===== config.mk =====
export PLATFORM = sky130hd
export DESIGN_NAME = gf_const_mult_column_seq
export DESIGN_NICKNAME = d
export VERILOG_FILES = /design/src/rtl/gf_const_mult_column_seq.sv
export SDC_FILE = /design/constraint.sdc
export NUM_CORES = 1
export LEC_CHECK = 0
export CORE_ASPECT_RATIO = 1.4
export CORE_MARGIN = 2
export CORE_UTILIZATION = 30
export CTS_CLUSTER_DIAMETER = 200
export DETAILED_ROUTE_END_ITERATION = 8
export PLACE_DENSITY = 0.57
export SYNTH_ARGS = -nofsm -noshare
export SYNTH_HDL_FRONTEND = slang
export SYNTH_SLANG_ARGS = --single-unit

===== constraint.sdc =====
create_clock -name clk -period 1.6 [get_ports clk]
set_clock_uncertainty 0.15 [all_clocks]
set_input_delay 0.32 -clock clk [delete_from_list [all_inputs] [get_ports clk]]
set_output_delay 0.32 -clock clk [all_outputs]
set_load 0.02 [all_outputs]

===== src/rtl/gf_const_mult_column_seq.sv =====
// GF(2^M) constant-multiplier column: loads one coefficient and emits P products per enabled
// cycle for NCYC batches, stepping the running value by alpha^(J*P) between batches.
module gf_const_mult_column_seq #(
    parameter int unsigned M    = 13,
    parameter logic [M-1:0] POLY = 13'h001B,
    parameter int unsigned P    = 8,
    parameter int unsigned J    = 1,
    parameter int unsigned NCYC = 4
) (
    input  logic           clk,
    input  logic           rst,
    input  logic           load_i,
    input  logic [M-1:0]   coef_i,
    input  logic           en_i,
    output logic           ready_o,
    output logic [P*M-1:0] prod_o,
    output logic           valid_o,
    output logic           last_o
);

    localparam int unsigned CW       = (NCYC > 1) ? $clog2(NCYC) : 1;
    localparam logic [CW-1:0] CNT_LAST = CW'(NCYC - 1);
    localparam int unsigned ORD      = (1 << M) - 1;

    // mat_t[j] is the image of basis element alpha^j, so x*c = XOR of columns selected by x.
    typedef logic [M-1:0][M-1:0] mat_t;
    typedef mat_t [P:0]          mat_bank_t;

    typedef enum logic {
        StIdle,
        StRun
    } state_t;

    function automatic logic [M-1:0] xtime(input logic [M-1:0] x);
        logic [M-1:0] r;
        r = {x[M-2:0], 1'b0};
        if (x[M-1]) begin
            r = r ^ POLY;
        end
        return r;
    endfunction

    function automatic mat_t gen_mat(input int unsigned e);
        mat_t        m;
        logic [M-1:0] col;
        int unsigned  er;
        er = e % ORD;
        for (int unsigned j = 0; j < M; j++) begin
            col = '0;
            col[j] = 1'b1;
            for (int unsigned n = 0; n < er; n++) begin
                col = xtime(col);
            end
            m[j] = col;
        end
        return m;
    endfunction

    // Entries 0..P-1 are the per-product constants, entry P is the batch advance constant.
    function automatic mat_bank_t gen_bank();
        mat_bank_t b;
        for (int unsigned i = 0; i < P; i++) begin
            b[i] = gen_mat(J * (i + 1));
        end
        b[P] = gen_mat(J * P);
        return b;
    endfunction

    function automatic logic [M-1:0] mat_mul(input mat_t mat, input logic [M-1:0] x);
        logic [M-1:0] r;
        r = '0;
        for (int unsigned j = 0; j < M; j++) begin
            if (x[j]) begin
                r = r ^ mat[j];
            end
        end
        return r;
    endfunction

    localparam mat_bank_t MATS = gen_bank();

    state_t           state_q, state_d;
    logic [M-1:0]     acc_q, acc_d;
    logic [CW-1:0]    cnt_q, cnt_d;
    logic [P*M-1:0]   prod_q, prod_d;
    logic             valid_q, valid_d;
    logic             last_q, last_d;

    logic [P*M-1:0]   prod_calc;
    logic [M-1:0]     acc_adv;

    always_comb begin
        prod_calc = '0;
        for (int unsigned i = 0; i < P; i++) begin
            prod_calc[i*M +: M] = mat_mul(MATS[i], acc_q);
        end
        acc_adv = mat_mul(MATS[P], acc_q);
    end

    always_comb begin
        state_d = state_q;
        acc_d   = acc_q;
        cnt_d   = cnt_q;
        prod_d  = prod_q;
        valid_d = 1'b0;
        last_d  = 1'b0;
        case (state_q)
            StIdle: begin
                if (load_i) begin
                    acc_d   = coef_i;
                    cnt_d   = '0;
                    state_d = StRun;
                end
            end
            StRun: begin
                // load_i is deliberately not looked at here: a run cannot be restarted.
                if (en_i) begin
                    prod_d  = prod_calc;
                    acc_d   = acc_adv;
                    cnt_d   = cnt_q + CW'(1);
                    valid_d = 1'b1;
                    if (cnt_q == CNT_LAST) begin
                        last_d  = 1'b1;
                        state_d = StIdle;
                    end
                end
            end
            default: begin
                state_d = StIdle;
            end
        endcase
    end

    always_ff @(posedge clk) begin
        if (rst) begin
            state_q <= StIdle;
            acc_q   <= '0;
            cnt_q   <= '0;
            prod_q  <= '0;
            valid_q <= 1'b0;
            last_q  <= 1'b0;
        end else begin
            state_q <= state_d;
            acc_q   <= acc_d;
            cnt_q   <= cnt_d;
            prod_q  <= prod_d;
            valid_q <= valid_d;
            last_q  <= last_d;
        end
    end

    // ready_o follows the state directly so a load is accepted in the last_o cycle.
    assign ready_o = (state_q == StIdle);
    assign prod_o  = prod_q;
    assign valid_o = valid_q;
    assign last_o  = last_q;

endmodule


==> reports/summary.txt, run 1 <==
hold path startpoint: prod_o[2]
depth of the CTS H-tree: 2
CP endpoint kind: output port
Least-Margin Pin Slew: 0.3958 ns
vias per cell: 4.400
family with the most delay on the worst path: flip-flops
FF+latch count, synth: 52
Cell Area, Synth: 0.002924 sq mm
pins over their slew limit: 0
RSZ-0062 raised after global routing: false
antenna fix cells: 0
Synth warnings: 0
drt first pass iters: 4
Synth Flop Type: dfxtp_1
fin crit share: 95.93%
pwr/cell area: 931.3 mW/mm^2
maxcap violations: 0
dominant cell type by area after synthesis: dfxtp_1
Place WS: -0.2204 ns
Leak Pwr: 1.841 nW
Clk Latency, worst-skew pair: 0.29 ns
worst path arrival time: 1.06 ns
largest net degree at the start of global routing: 40
all-layer global routing usage: 12.81%
status: completed
1st-iter DRT viols: 81
Post-Syn Instances: 311
Vias: 2125
Routed WL per cell: 14.16 um
relative slew slack: 73.58%
largest fanout on the critical path: 8
CP max stage delay: 0.41 ns
Placer Congestion: 0.7946
Site Rows: 42
most frequent cell after synthesis: buf_4
CTS tree: yes
Setup CP Type: reg -> out
layout cells sized above 1: 16.09%
total power: 3.523 mW
Root Buffer: clkbuf_16
gr ovfl total: 0
WP buf/inv: 1
worst r2r src: acc_q[11]
post-layout util: 39.99%
FMAX: 651.5 MHz
Area contributors post-synth: dfxtp_1 (36%), buf_4 (18%), buf_6 (4.6%)
maximum VDD drop: 0.0004141 V
register area share after synthesis: 35.60%
Critical Path RT: 1.13 ns
worst path cell trace: dlygate4sd2_1
DRC errors left: 0
synth-to-layout area growth: 29.35%
synth cell count leaders: buf_4 (72), dfxtp_1 (52), nand2_1 (28)
# clock sinks: 52
total core area: 0.009459 sq mm
Final ANT Viol Nets: 0
WL final: 6839 um
vias in the first global route: 1992
setup violators final: 0
Crit. Startpoint: prod_o[73]
syn_nets: 329
HPWL after DPL: 5410 um
Die Area: 0.01056 sq mm
initial core utilization: 30.91%
setup TNS: 0 ns
first-pass GRT wire length: 10430 um
worst hold path class: reg -> reg
clock transition at the registers of the reported paths: 0.06 ns
Final Hold Fails: 0
fraction of registers with async set/reset: 0%
die height: 120.8 um
post-synth cell types: 32
Post-synth EDFFs: 0
Horiz. Die Dim: 87.44 um
cts bufs inserted: 5
nets: 390
setup slack, reg-to-reg: 0.10 ns
number of antenna violations at the first check in global routing: 0
Worst setup SP type: flip-flop
PortBufs: 123
Worst Setup Slack, final: 0.06518 ns
Syn Area/Cell: 9.402 sq um
clock buffer depth: 2
I/O Pins: 124
CP max-delay cell: dfxtp_1
clock period minus worst slack: 1.535 ns
Yosys top cell area share: 35.60%
==> report_power, final <==
group          switching [mW]  total, mW  internal [mW]
sequential             0.0940       1.47           1.38
clock                   0.447       1.07          0.625
combinational           0.529      0.976          0.447
==> kinds of logic (layout without fill, tap and decap cells) <==
kind of cell               count (synthesis)  count (layout)  share of synthesized area, %
xor gates and xnor gates                  26              26                         10.74
muxes                                      7               7                         3.380
adders and majority gates                  1               1                        0.4278
buffers and inverters                     95             157                         24.65
and+or+nand+nor                           70              70                         10.87
AOI/OAI and AO/OA                         60              60                         14.33
DFF                                       52              52                         35.60
==> area by class of cell <==
type                       instances  area [sq um]
fill                            1000          5677
timing repair buffer             147          1280
multi-input combinational        164          1165
sequential                        52          1046
clock buffer                       8         146.4
tap                              110         137.6
inverter                           2         7.507
==> what timing repair did <==
item,CTS,global route
resized for setup,108,15
cloned,0,0
setup buffers,0,0
hold buffers,0,0
endpoints found under the setup margin,107,32
==> worst reg2reg max path: stages, from the launching register on <==
cell and delay, ns:
dfxtp_1 0.41, xnor2_2 0.37, mux2_4 0.34, a211oi_2 0.16
==> sequential cells by signal (all words and copies together) (netlist names) <==
register and flops:
last_o 1, state_q 1, valid_o 1, acc_q 13, cnt_q 2, prod_o 34
==> path summary, 6_finish.rpt <==
| path | end | cells past startpoint |
|---|---|---|
| worst min register to register | prod_o[2] | 2 |
| worst min-delay path | prod_o[2] | 2 |
| worst max-delay path | prod_o[73] | 1 |
| worst max register to register | acc_q[9] | 3 |
==> per-layer routing <==
layer	track usage, %	routed length (um)	vias up	part of all wire [%]
met5	0	0	-	0
met1	15.14	2741	972	40
met2	23.06	3726	59	54
met4	4.615	112	0	1.6
li1	-	-	1087	-
met3	1.706	258	7	3.8
==> layout by cell type, fill, tap and decap left out, drive strengths merged <==
cell and n:
clkdlybuf4s15 1, clkbuf 13, o22ai 5, nand2 28
clkdlybuf4s50 15, nand2b 4, a311oi 1, buf 25
mux2 4, and2 2, a211oi 21, mux2i 3
a21oi 16, a211o 3, nand3b 8, o21ai 8
inv 2, ha 1, nor2b 1, dlygate4sd2 101
dfxtp 52, xnor2 20, a22oi 6, xor2 6
nor2 27
==> through the flow <==
step	hold WS, ns	instance area (sq um)	cells
4_1_cts	0.3252	3794	483
3_3_place_gp	0.2998	3780	475
3_5_place_dp	0.3077	3780	475
6_report	0.3179	3782	483
2_1_floorplan	0.2943	2924	311
5_1_grt	0.3518	3782	483
No activity file was read; power rests on OpenSTA's default activity.
==> inputs of run 2 (changes only) <==
- ABC_AREA: unset -> 1
- MAX_ROUTING_LAYER: unset -> met4
==> run 2 against run 1 <==
  * Flip-flop and latch count unchanged
  * Worst setup slack got worse by 0.016 ns
  * Routed wire length increased by 13%
  * Synthesized area decreased by 1.5%
  * Non-clock buffer count decreased by 6
  * Die area decreased by 1.5%
  * Total power decreased by 0.39%
  * Critical endpoint is now prod_o[45]
  * Largest power group unchanged
==> reports/summary.txt, run 2 <==
status: completed
CTS tree: yes
Final Hold Fails: 0
Site Rows: 42
Cell Area, Synth: 0.002879 sq mm
die height: 119.9 um
synth cell count leaders: nand2_1 (124), buf_4 (71), dfxtp_1 (52)
Clk Latency, worst-skew pair: 0.29 ns
syn_nets: 428
DRC errors left: 0
vias in the first global route: 2474
Least-Margin Pin Slew: 0.2808 ns
most common cell after layout, fill and taps aside: nand2_1
initial core utilization: 30.61%
Final ANT Viol Nets: 0
Post-Syn Instances: 410
synth-to-layout area growth: 31.20%
family with the most delay on the worst path: flip-flops
CP max-delay cell: dfxtp_1
vias per cell: 4.638
Root Buffer: clkbuf_16
pwr/cell area: 928.9 mW/mm^2
Synth warnings: 0
max reg flops: 34
post-CTS setup buffer count: 0
maximum VDD drop: 0.0005065 V
Worst setup SP type: flip-flop
WL final: 7723 um
pins over their slew limit: 0
antenna fix cells: 0
Critical Path RT: 1.13 ns
post-synth cell types: 24
Resize count post-CTS: 111
CP endpoint kind: output port
worst path arrival time: 1.08 ns
HPWL after DPL: 5873 um
WP buf/inv: 1
clock period minus worst slack: 1.551 ns
largest net degree at the start of global routing: 29
number of antenna violations at the first check in global routing: 0
Die Area: 0.01041 sq mm
RSZ-0062 raised after global routing: true
Placer Congestion: 0.8854
relative slew slack: 81.25%
dominant cell type by area after synthesis: dfxtp_1
layout cells sized above 1: 7.906%
I/O Pins: 124
worst path cell trace: dlygate4sd2_1
Setup CP Type: reg -> out
fin crit share: 96.94%
Syn Area/Cell: 7.022 sq um
Area contributors post-synth: dfxtp_1 (36%), buf_4 (19%), nand2_1 (16%)
DP Area: 0.003749 sq mm
largest fanout on the critical path: 8
setup violators final: 0
FF+latch count, synth: 52
most frequent cell after synthesis: nand2_1
clock buffer depth: 2
Yosys top cell area share: 36.16%
Leak Pwr: 2.088 nW
Synth Flop Type: dfxtp_1
maxcap violations: 0
drt first pass iters: 4
hold buffer count at cts: 0
depth of the CTS H-tree: 2
all-layer global routing usage: 15.04%
total core area: 0.009407 sq mm
worst hold path class: reg -> reg
register area share after synthesis: 36.16%
PortBufs: 123
FMAX: 644.7 MHz
Horiz. Die Dim: 86.80 um
Routed WL per cell: 13.36 um
cts bufs inserted: 5
Final Cell Area: 0.003777 sq mm
1st-iter DRT viols: 176
CP max stage delay: 0.42 ns
clock transition at the registers of the reported paths: 0.07 ns
gr ovfl total: 0
nets: 485
Vias: 2681
Post-synth EDFFs: 0
total power: 3.509 mW
commonest cells after routing, fill and taps aside: nand2_1 (123), dlygate4sd2_1 (100), dfxtp_1 (47)
fraction of registers with async set/reset: 0%
first-pass GRT wire length: 12210 um
# clock sinks: 52
==> run 2: cell types whose count changed after synthesis, sizes merged, moves of 8 or more <==
cell    delta
a211oi    -20
xnor2     -19
o21ai     +25
inv       +22
nand2     +99
a31oi      +9
nand3b     -8
nand3     +17
==> run 2: cell families (layout without fill, tap and decap cells) <==
family	count (synthesis)	in the layout	synth area share, %
DFF	52	52	36.16
and+or+nand+nor	167	167	23.16
adders and majority gates	1	1	0.4345
AOI/OAI and AO/OA	73	73	14.04
buffers and inverters	115	173	25.60
xor gates and xnor gates	2	2	0.6085
==> run 2: report_power, final <==
group          switching (mW)  internal, mW
combinational           0.605         0.352
sequential             0.0974          1.39
clock                   0.483         0.584
==> run 2: final cells by class <==
type	instances	area, sq um
inverter	24	90.09
sequential	52	1047
timing repair buffer	141	1254
clock buffer	6	128.9
tap	110	137.6
clock inverter	2	16.27
fill	1032	5629
multi-input combinational	243	1104
==> run 2: routing by layer <==
metal,vias to the layer above,global-route usage [%],share of wire (%)
met4,0,4.590,1.3
met1,1219,18.80,42
met3,7,1.719,5.3
met2,96,25.19,51
met5,-,-,0
li1,1359,-,-
==> run 2: path summary, 6_finish.rpt <==
check	from	endpoint	slack [ns]	cells after the start
worst max-delay path	prod_o[73]	prod_o[45]	0.05	1
worst min-delay path	cnt_q[0]	cnt_q[0]	0.31	1
worst max register to register	state_q	acc_q[8]	0.09	6
worst min register to register	cnt_q[0]	cnt_q[0]	0.31	1
==> run 2: metrics by stage <==
step	utilization (%)	setup TNS [ns]	hold WS (ns)	setup WS (ns)	std cells
floorplan	-	0	0.2783	0.3178	410
global placement	39.85	-4.456	0.2935	-0.1653	570
detailed placement	39.85	-6.095	0.3100	-0.2332	570
CTS	40.02	0	0.3136	0.01541	578
global route	40.16	-0.07285	0.3322	-0.01388	578
finish	40.16	0	0.3128	0.04889	578
==> inputs of run 3 (changes only) <==
- CTS_CLUSTER_DIAMETER: 200 -> 120
==> results of run 3 <==
The final DEF is identical to that of run 2; final timing and power are the same.
